**config.mk**
```make
export PLATFORM = sky130hd
export DESIGN_NAME = fpu_div_iter
export DESIGN_NICKNAME = d
export VERILOG_FILES = /design/src/rtl/fpu_pkg.sv /design/src/rtl/fpu_classify.sv /design/src/rtl/fpu_div_iter.sv
export SDC_FILE = /design/constraint.sdc
export NUM_CORES = 1
export LEC_CHECK = 0
export ABC_AREA = 1
export CAP_MARGIN = 20
export CORE_ASPECT_RATIO = 0.5
export CORE_UTILIZATION = 53
export CTS_BUF_LIST = sky130_fd_sc_hd__clkbuf_16
export DETAILED_ROUTE_END_ITERATION = 16
export PLACE_DENSITY = 0.77
export SLEW_MARGIN = 10
export SYNTH_ARGS = -nofsm -noshare
export SYNTH_HDL_FRONTEND = slang
export SYNTH_SLANG_ARGS = --single-unit
export TNS_END_PERCENT = 50
```
**constraint.sdc**
```tcl
create_clock -name aclk -period 3.2 [get_ports aclk]
set_input_delay 0.32 -clock aclk [delete_from_list [all_inputs] [get_ports aclk]]
set_output_delay 0.32 -clock aclk [all_outputs]
set_load 0.02 [all_outputs]
```
**src/rtl/fpu_pkg.sv**
```systemverilog
// Shared FPU definitions: controller states, IEEE-754 single constants and
// a field view of a packed single-precision word.
// Used by the iterative divider and by the operand classifier.
package fpu_pkg;

    typedef enum logic [2:0] {
        IDLE,
        UNPACK,
        DIV,
        ROUND,
        OUT
    } state_t;

    localparam int          EXP_BIAS    = 127;
    localparam int          Q_BITS      = 26;
    localparam logic [31:0] INF_POS     = 32'h7F80_0000;
    localparam logic [31:0] NAN_DEFAULT = 32'h7FC0_0000;

    typedef struct packed {
        logic        sign;
        logic [7:0]  exp;
        logic [22:0] frac;
    } fp_fields_t;

endpackage

```
**src/rtl/fpu_classify.sv**
```systemverilog
// Purpose : classify one IEEE-754 single operand (zero/inf/NaN) and expose sign and significand.
// Latency : combinational.
// Backpressure: none (pure function of operand).
// Ports   : operand in; is_zero, is_inf, is_nan, sign, signif (24-bit, hidden bit included) out.
module fpu_classify
    import fpu_pkg::*;
(
    input  logic [31:0] operand,
    output logic        is_zero,
    output logic        is_inf,
    output logic        is_nan,
    output logic        sign,
    output logic [23:0] signif
);

    fp_fields_t f;

    assign f = operand;

    // exp==0 covers true zero and denormals; both are flushed to zero.
    assign is_zero = (f.exp == 8'h00);
    assign is_inf  = (f.exp == 8'hFF) && (f.frac == 23'd0);
    assign is_nan  = (f.exp == 8'hFF) && (f.frac != 23'd0);
    assign sign    = f.sign;
    assign signif  = {~is_zero, f.frac};

endmodule

```
**src/rtl/fpu_div_iter.sv**
```systemverilog
// Purpose : iterative single-precision divider c = a / b, restoring radix-2, round-to-nearest-even.
// Latency : result valid 28 cycles after the joint a/b accept, fixed for every operand class.
// Backpressure: one operation in flight; treadys low until the result is taken, result held while tready low.
// Ports   : aclk/aresetn (sync, active-low); s_axis_a_*/s_axis_b_* operand slaves; m_axis_result_* master.
module fpu_div_iter
    import fpu_pkg::*;
#(
    parameter logic [31:0] NAN_PAT = NAN_DEFAULT
) (
    input  logic        aclk,
    input  logic        aresetn,
    input  logic        s_axis_a_tvalid,
    output logic        s_axis_a_tready,
    input  logic [31:0] s_axis_a_tdata,
    input  logic        s_axis_b_tvalid,
    output logic        s_axis_b_tready,
    input  logic [31:0] s_axis_b_tdata,
    output logic        m_axis_result_tvalid,
    input  logic        m_axis_result_tready,
    output logic [31:0] m_axis_result_tdata
);

    state_t             state, state_nxt;
    logic               tready_q;
    logic [31:0]        a_q, b_q, tdata_q;
    logic               sign_q, nan_q, inf_q, zero_q;
    logic signed [9:0]  exp_q;
    logic [23:0]        mb_q;
    logic [25:0]        rem_q, q_q;
    logic [4:0]         cnt_q;

    logic               za, ia, na, sa, zb, ib, nb, sb;
    logic [23:0]        sig_a, sig_b;

    fpu_classify u_cls_a (
        .operand (a_q), .is_zero (za), .is_inf (ia), .is_nan (na), .sign (sa), .signif (sig_a)
    );

    fpu_classify u_cls_b (
        .operand (b_q), .is_zero (zb), .is_inf (ib), .is_nan (nb), .sign (sb), .signif (sig_b)
    );

    // Accept only when both operands are offered while the registered ready is up.
    logic accept;
    assign accept = (state == IDLE) && tready_q && s_axis_a_tvalid && s_axis_b_tvalid;

    // ---- state register ----
    always_ff @(posedge aclk) begin
        if (!aresetn) state <= IDLE;
        else          state <= state_nxt;
    end

    // ---- next state ----
    always_comb begin
        state_nxt = state;
        case (state)
            IDLE:    if (accept) state_nxt = UNPACK;
            UNPACK:  state_nxt = DIV;
            DIV:     if (cnt_q == 5'(Q_BITS - 1)) state_nxt = ROUND;
            ROUND:   state_nxt = OUT;
            OUT:     if (m_axis_result_tready) state_nxt = IDLE;
            default: state_nxt = IDLE;
        endcase
    end

    // ---- outputs ----
    always_comb begin
        s_axis_a_tready      = tready_q;
        s_axis_b_tready      = tready_q;
        m_axis_result_tvalid = (state == OUT);
        m_axis_result_tdata  = tdata_q;
    end

    // ---- unpack: pre-normalise so the quotient lands in [1,2) ----
    logic              ma_lt;
    logic signed [9:0] exp_un;
    logic [25:0]       rem_init;

    always_comb begin
        ma_lt    = (sig_a < sig_b);
        exp_un   = {2'b00, a_q[30:23]} - {2'b00, b_q[30:23]} + 10'(EXP_BIAS) - {9'd0, ma_lt};
        rem_init = ma_lt ? {1'b0, sig_a, 1'b0} : {2'b00, sig_a};
    end

    // ---- one restoring step ----
    logic        q_bit;
    logic [25:0] rem_step;

    always_comb begin
        q_bit    = (rem_q >= {2'b00, mb_q});
        rem_step = q_bit ? (rem_q - {2'b00, mb_q}) : rem_q;
    end

    // ---- rounding and final packing ----
    logic              inc, carry;
    logic [22:0]       frac_f;
    logic signed [9:0] exp_f;
    logic [31:0]       result;

    always_comb begin
        inc    = q_q[1] & (q_q[0] | (|rem_q) | q_q[2]);
        // All-ones mantissa plus one wraps the fraction to zero and bumps the exponent.
        carry  = inc & (&q_q[25:2]);
        frac_f = q_q[24:2] + {22'd0, inc};
        exp_f  = carry ? (exp_q + 10'sd1) : exp_q;

        if (nan_q)                   result = NAN_PAT;
        else if (inf_q)              result = INF_POS | {sign_q, 31'd0};
        else if (zero_q)             result = {sign_q, 31'd0};
        else if (exp_f >= 10'sd255)  result = INF_POS | {sign_q, 31'd0};
        else if (exp_f <= 10'sd0)    result = {sign_q, 31'd0};
        else                         result = {sign_q, exp_f[7:0], frac_f};
    end

    // ---- datapath ----
    always_ff @(posedge aclk) begin
        if (!aresetn) begin
            tready_q <= 1'b0;
            a_q      <= '0;
            b_q      <= '0;
            tdata_q  <= '0;
            sign_q   <= 1'b0;
            nan_q    <= 1'b0;
            inf_q    <= 1'b0;
            zero_q   <= 1'b0;
            exp_q    <= '0;
            mb_q     <= '0;
            rem_q    <= '0;
            q_q      <= '0;
            cnt_q    <= '0;
        end else begin
            tready_q <= (state_nxt == IDLE);
            case (state)
                IDLE: begin
                    if (accept) begin
                        a_q <= s_axis_a_tdata;
                        b_q <= s_axis_b_tdata;
                    end
                end
                UNPACK: begin
                    sign_q <= sa ^ sb;
                    nan_q  <= na | nb | (za & zb) | (ia & ib);
                    inf_q  <= ia | zb;
                    zero_q <= za | ib;
                    exp_q  <= exp_un;
                    mb_q   <= sig_b;
                    rem_q  <= rem_init;
                    q_q    <= '0;
                    cnt_q  <= '0;
                end
                DIV: begin
                    q_q   <= {q_q[24:0], q_bit};
                    rem_q <= {rem_step[24:0], 1'b0};
                    cnt_q <= cnt_q + 5'd1;
                end
                ROUND: tdata_q <= result;
                default: ;
            endcase
        end
    end

endmodule

```
==> Word-level counts from Yosys, hierarchy flattened <==
Index checks and enable logic that the tools add are counted.
{ "totals": {"output_inout_bits": 35, "ff_bits": 195, "word_cells": 80, "in_bits": 69} }
{ "op_classes": {"addsub": 7, "n_eq_ne": 7, "n_reduce_logical": 19, "n_bitwise": 14, "n_lt_le_gt_ge": 4, "muxes": 15} }
{ "ops": {"columns": ["op", "count"], "rows": [
  ["31-bit 2-to-1 mux", 4],
  ["26-bit one-hot mux with 2 select lines", 2],
  ["25-bit 2-to-1 mux", 2],
  ["23-bit logical NOT", 2],
  ["23-bit nonzero test", 2],
  ["32-bit 2-to-1 mux", 1],
  ["26-bit by 24-bit greater-or-equal comparator with 1-bit output", 1],
  ["26-bit OR reduction", 1],
  ["25-bit by 24-bit subtractor with 25-bit output", 1],
  ["24-bit < comparator", 1],
  ["24-bit AND reduction", 1],
  ["23-bit by 1-bit adder with 23-bit output", 1],
  ["8-bit equality test (second input constant)", 2],
  ["8-bit logical NOT", 2],
  ["3-bit one-hot mux with 5 select lines", 1],
  ["10-bit by 2-bit adder with 10-bit output (second input constant)", 1],
  ["9-bit by 8-bit adder with 10-bit output (second input constant)", 1],
  ["10-bit by 9-bit greater-or-equal comparator with 1-bit output (second input constant)", 1],
  ["10-bit by 1-bit <= comparator with 1-bit output (second input constant)", 1],
  ["10-bit 2-to-1 mux", 1],
  ["5-bit one-hot mux with 2 select lines", 1],
  ["10-bit by 1-bit subtractor with 10-bit output", 1],
  ["3-bit 2-to-1 mux", 3],
  ["8-bit by 8-bit subtractor with 9-bit output", 1],
  ["13 further kinds", 31]
]} }

==> Longest topological paths before layout <==
{ "logic_depth": {"word_depth": 12, "depth_mapped": 22, "mapped_depth_nobuf": 21} }

==> Hierarchy <==
A second synthesis with hierarchy kept.
{ "unflattened": {"hier_cells": 1849, "hier_area_um2": 12328.1} }
{ "modules_own_cells": {"columns": ["module", "cells_per_inst", "seq_area_each_um2", "area_each_um2", "instances"], "rows": [
  ["fpu_div_iter", 1725, 3903.7, 11662.4, 1],
  ["fpu_classify", 62, 0.0, 332.8, 2]
]} }

==> Worst setup path before layout <==
No wires, ideal clock.
{ "synth_timing": {"path_type": "reg2reg", "startpoint": "register a_q[24]", "endpoint": "register exp_q[7]", "path_slack_ns": -0.138, "setup_ns": 0.115, "required_ns": 3.085, "t_arrival_ns": 3.222, "synth_period_minus_slack_ns": 3.338, "path_stages_with_launch": 21, "path_buffers": 1, "cell_sequence": "dfxtp_1 nor4_1 nand2_1 inv_1 ha_1 inv_1 a21oi_1 o221ai_1 a21oi_1 nand2_1 clkbuf_1 ha_1 ha_1 fa_1 a31oi_1 nor2_1 o21ai_0 nand2_1 xor2_1 o21ai_0 inv_1"} }
{ "synth_between": {"elab_chain_len": 4, "elab_cells_between_ends": 6, "classes_between": "3 x add/sub; 1 x order compare; 1 x bitwise; 1 x reduce/logical"} }
{ "synth_rtl": {"columns": ["element", "line", "source"], "rows": [
  ["from (decl)", "fpu_div_iter.sv:25", "logic [31:0] a_q, b_q, tdata_q;"],
  ["from (signal assigned)", "fpu_div_iter.sv:136", "a_q <= s_axis_a_tdata;"],
  ["parallel branches: the longest is 3 deep, another holds 9-bit by 8-bit adder with 10-bit output", null, null],
  ["10-bit by 1-bit subtractor with 10-bit output (*)", "fpu_div_iter.sv:81", "exp_un = {2'b00, a_q[30:23]} - {2'b00, b_q[30:23]} + 10'(EXP_BIAS) - {9'd0, ma_lt};"],
  ["to (signal assigned)", "fpu_div_iter.sv:145", "exp_q <= exp_un;"],
  ["to (decl)", "fpu_div_iter.sv:27", "logic signed [9:0] exp_q;"]
]} }
Mark *: on every way between the ends.
A chain may end at the register's enable or synchronous reset.

==> Worst setup path after layout <==
{ "layout_timing": {"startpoint": "register a_q[30]", "endpoint": "register exp_q[7]"} }
Same word-level chain as after synthesis.

==> impl_metrics.csv <==
group,metric,value,unit
status,status,"completed",
detailed_routing,drc,0,
grt,track_usage,27.55,%
pwr,comb_power_share,34.6,%
pwr,p_total,7.122,mW
floorplanning,die_w,212.7,microns
grt,grt_pass1_vias,10300,
synth,syn_area,11760,sq um
synth,yosys_register_bits,195,
synth,synth.distinct_cells,43,
pwr,clkPwrFrac,29.2,%
timing,drv_slew,0,
layout,nets,1985,
clock_tree,cts_root_buffer,"clkbuf_16",
timing,setup_tns,0,ns
synth,synth_area_leaders,"dfxtp_1, nand2_1, a21oi_1",
pwr,switching_share,34.83,%
floorplanning,ioPinCount,104,
worst_setup_path,cp-start-kind,"register",
layout,nFillCells,2010,
pwr,ir_drop,0.3119,mV
timing,min_period,3.200,ns
detailed_routing,first_iter_violations,923,
worst_setup_path,crit_fanout,3,
clock_tree,clock-sinks,195,
floorplanning,die_area,22820,sq um
floorplanning,core-area,21730,sq um
worst_setup_path,cp.required,3.54,ns
layout,area.growth.synth_to_final,18.97,%
pwr,switching_power,2.481,mW
clock_tree,clock_latency,0.45,ns
placed_design,io_buffer_count,103,
timing,worst_pin_slew,0.6621,ns
synth,ys_warn_count,0,
pwr,seqPwrFrac,36.2,%
layout,drive_gt1_share,8.454,%
detailed_routing,num_vias,11620,
grt,antenna_found_initial,0,
synth,yosysSeqAreaShare,33.20,%
pwr,p_int,4.641,mW
layout,design_area,13990,sq um
worst_setup_path,arrival,3.54,ns
timing,fin_skew,0.01728,ns
floorplanning,core.rowCount,38,
grt,grt_pass1_wl,50340,microns
pwr,power_leakage,6.005,nW
layout,layout_common_cells,"nand2_1, a21oi_1, inv_1",
synth,synth_top_area_share,33.20,%
clock_tree,cts_hold_buf,0,
grt,grt_max_degree,92,
clock_tree,numCtsBuffers,17,
timing,hold_viol_final,0,
placed_design,hpwl,22680,microns
clock_tree,cts_max_path_buffers,2,
detailed_routing,post_drt_wl_per_cell,14.39,microns
layout,final_common_cell,"nand2_1",
worst_setup_path,path_class,"register to register",
timing,timing.final.crit_share,99.99,%
floorplanning,die_h,107.3,microns
synth,postSynthCellCount,1746,
synth,synth.net_count,1886,
pwr,power_density,509.1,nW/um^2
placed_design,placed_area,13240,sq um
clock_tree,cts-htree-levels,4,
worst_setup_path,end_kind,"register",
placed_design,place.gp.congestion,0.9201,
layout,antenna_cells,0,
synth,syn_area_per_cell,6.735,sq um
clock_tree,path_clk_slew,0.07,ns
clock_tree,tritoncts,"yes",
grt,grt_overflow,0,
timing,fmax,312.5,MHz
detailed_routing,ant_nets,0,
job,drv_cap,0,
timing,maxSlewHeadroom,55.86,%
floorplanning,start_util,54.12,%
timing,finalSetupViolations,0,
min_path,hold_class,"input port to register",
detailed_routing,routed_wl,31040,microns
timing,rsz0062_at_grt,"yes",
synth,synth_top_area_cell,"dfxtp_1",
detailed_routing,viasPerCell,5.387,
detailed_routing,drt_pass1_iterations,5,
-- worst paths after layout --
| path | startpoint | to | slack (ns) | depth (start not counted) |
|---|---|---|---|---|
| setup / recovery | a_q[30]$_SDFFE_PN0P_ | exp_q[7]$_SDFFE_PN0P_ | 0.0003 | 18 |
| hold / removal | aresetn | cnt_q[0]$_SDFFE_PN0P_ | 0.46 | 3 |
| setup reg to reg | a_q[30]$_SDFFE_PN0P_ | exp_q[7]$_SDFFE_PN0P_ | 0.0003 | 18 |
| hold reg to reg | m_axis_result_tdata[0]$_SDFFE_PN0N_ | m_axis_result_tdata[0]$_SDFFE_PN0N_ | 0.46 | 2 |
-- flip-flops by register name, indices dropped and copies added, names as in the netlist, 5 cells and up --
| signal | count |
|---|---|
| rem_q | 26 |
| cnt_q | 5 |
| q_q | 26 |
| b_q | 32 |
| mb_q | 24 |
| exp_q | 10 |
| a_q | 32 |
| m_axis_result_tdata | 32 |
-- power groups by stage --
stage / clock network [mW] / registers (mW) / logic (mW)
after floorplan: 0 / 2.61 / 1.64
after CTS: 2.11 / 2.57 / 2.36
after global placement: 0 / 2.63 / 2.23
final: 2.08 / 2.58 / 2.47
after detailed placement: 0 / 2.63 / 2.25
after global routing: 2.22 / 2.59 / 2.76
-- kinds of logic (layout without fill, tap and decap cells) --
logic type               after synthesis  in the layout  share of synthesized area [%]
flip-flops                           195            195                          33.19
AO/OA/AOI/OAI                        439            439                          19.50
XOR/XNOR                              43             43                          3.202
adder cells (fa/ha/maj)               71             71                          7.746
AND/OR/NAND/NOR                      692            692                          26.23
buffers and inverters                306            417                          10.13
-- critical path: stages, from the launching register on --
cell and delay (ns):
dfxtp_1 0.33, nor4_2 0.30, nand2_1 0.16, buf_4 0.16, ha_2 0.16, a21oi_2 0.12, o221ai_2 0.11, a21oi_2 0.16
nand2_2 0.12, ha_4 0.19, ha_4 0.16, fa_2 0.37, a31oi_4 0.16, nor2_1 0.06, o21ai_1 0.15, nand2_1 0.10
xor2_1 0.15, o21ai_1 0.11, inv_1 0.04
-- area by class of cell --
| cell class | count | area (sq um) | area share, % |
|---|---|---|---|
| multi-input cells | 1245 | 6794 | 48.56 |
| flip-flops and latches | 195 | 3905 | 27.91 |
| repair buffers | 160 | 1501 | 10.73 |
| inverters | 226 | 853.3 | 6.099 |
| clock buffers | 17 | 425.4 | 3.041 |
| well taps | 300 | 375.4 | 2.683 |
| clock inverters | 14 | 136.4 | 0.9748 |
-- repair_timing --
action                                 4_1_cts  5_1_grt
cloned                                       0        0
resized for setup                            9       19
setup endpoints to repair                    3       44
endpoints found under the hold margin        0        0
pin swaps                                    4       17
buffers inserted                             9        2
-- stage by stage --
step	setup slack (ns)	utilization, %	cells	hold WS [ns]
CTS	-0.004275	63.92	2157	0.4429
global route	-0.2201	64.39	2157	0.4609
global placement	-0.02563	60.92	2118	0.4522
detailed placement	-0.08843	60.92	2118	0.4527
finish	0.0003120	64.39	2157	0.4552
floorplan	0.01858	-	1746	0.4362
-- cell usage after synthesis --
cell type / n
nand2_1: 321
a21oi_1: 238
inv_1: 217
dfxtp_1: 195
o21ai_0: 159
nand3_1: 157
nor2_1: 106
ha_1: 68
clkbuf_1: 65
xor2_1: 26
or2_2: 25
nand4_1: 23
nor3_1: 21
xnor2_1: 17
nor4_1: 14
o21bai_1: 8
nand2_2: 7
nand3b_1: 7
o211ai_1: 6
buf_2: 5
a211oi_1: 4
a21boi_0: 4
a21o_1: 4
buf_1: 4
clkinv_1: 4
inv_2: 4
o21a_1: 4
o21ai_1: 4
a31oi_1: 3
buf_4: 3
buf_6: 3
fa_1: 3
nor2_2: 3
nor3b_1: 3
nand3_2: 2
o221ai_1: 2
a22oi_1: 1
inv_4: 1
nand3_4: 1
nor2_4: 1
nor3_4: 1
o221a_2: 1
o22ai_1: 1
-- metal layers --
layer	vias up	wire length [microns]	track usage (%)
met5	-	0	0
met4	0	401	6.475
met3	36	1696	4.755
met2	285	14390	45.19
met1	5311	14560	37.68
li1	5988	-	-
Power figures use the tool's default switching activity.
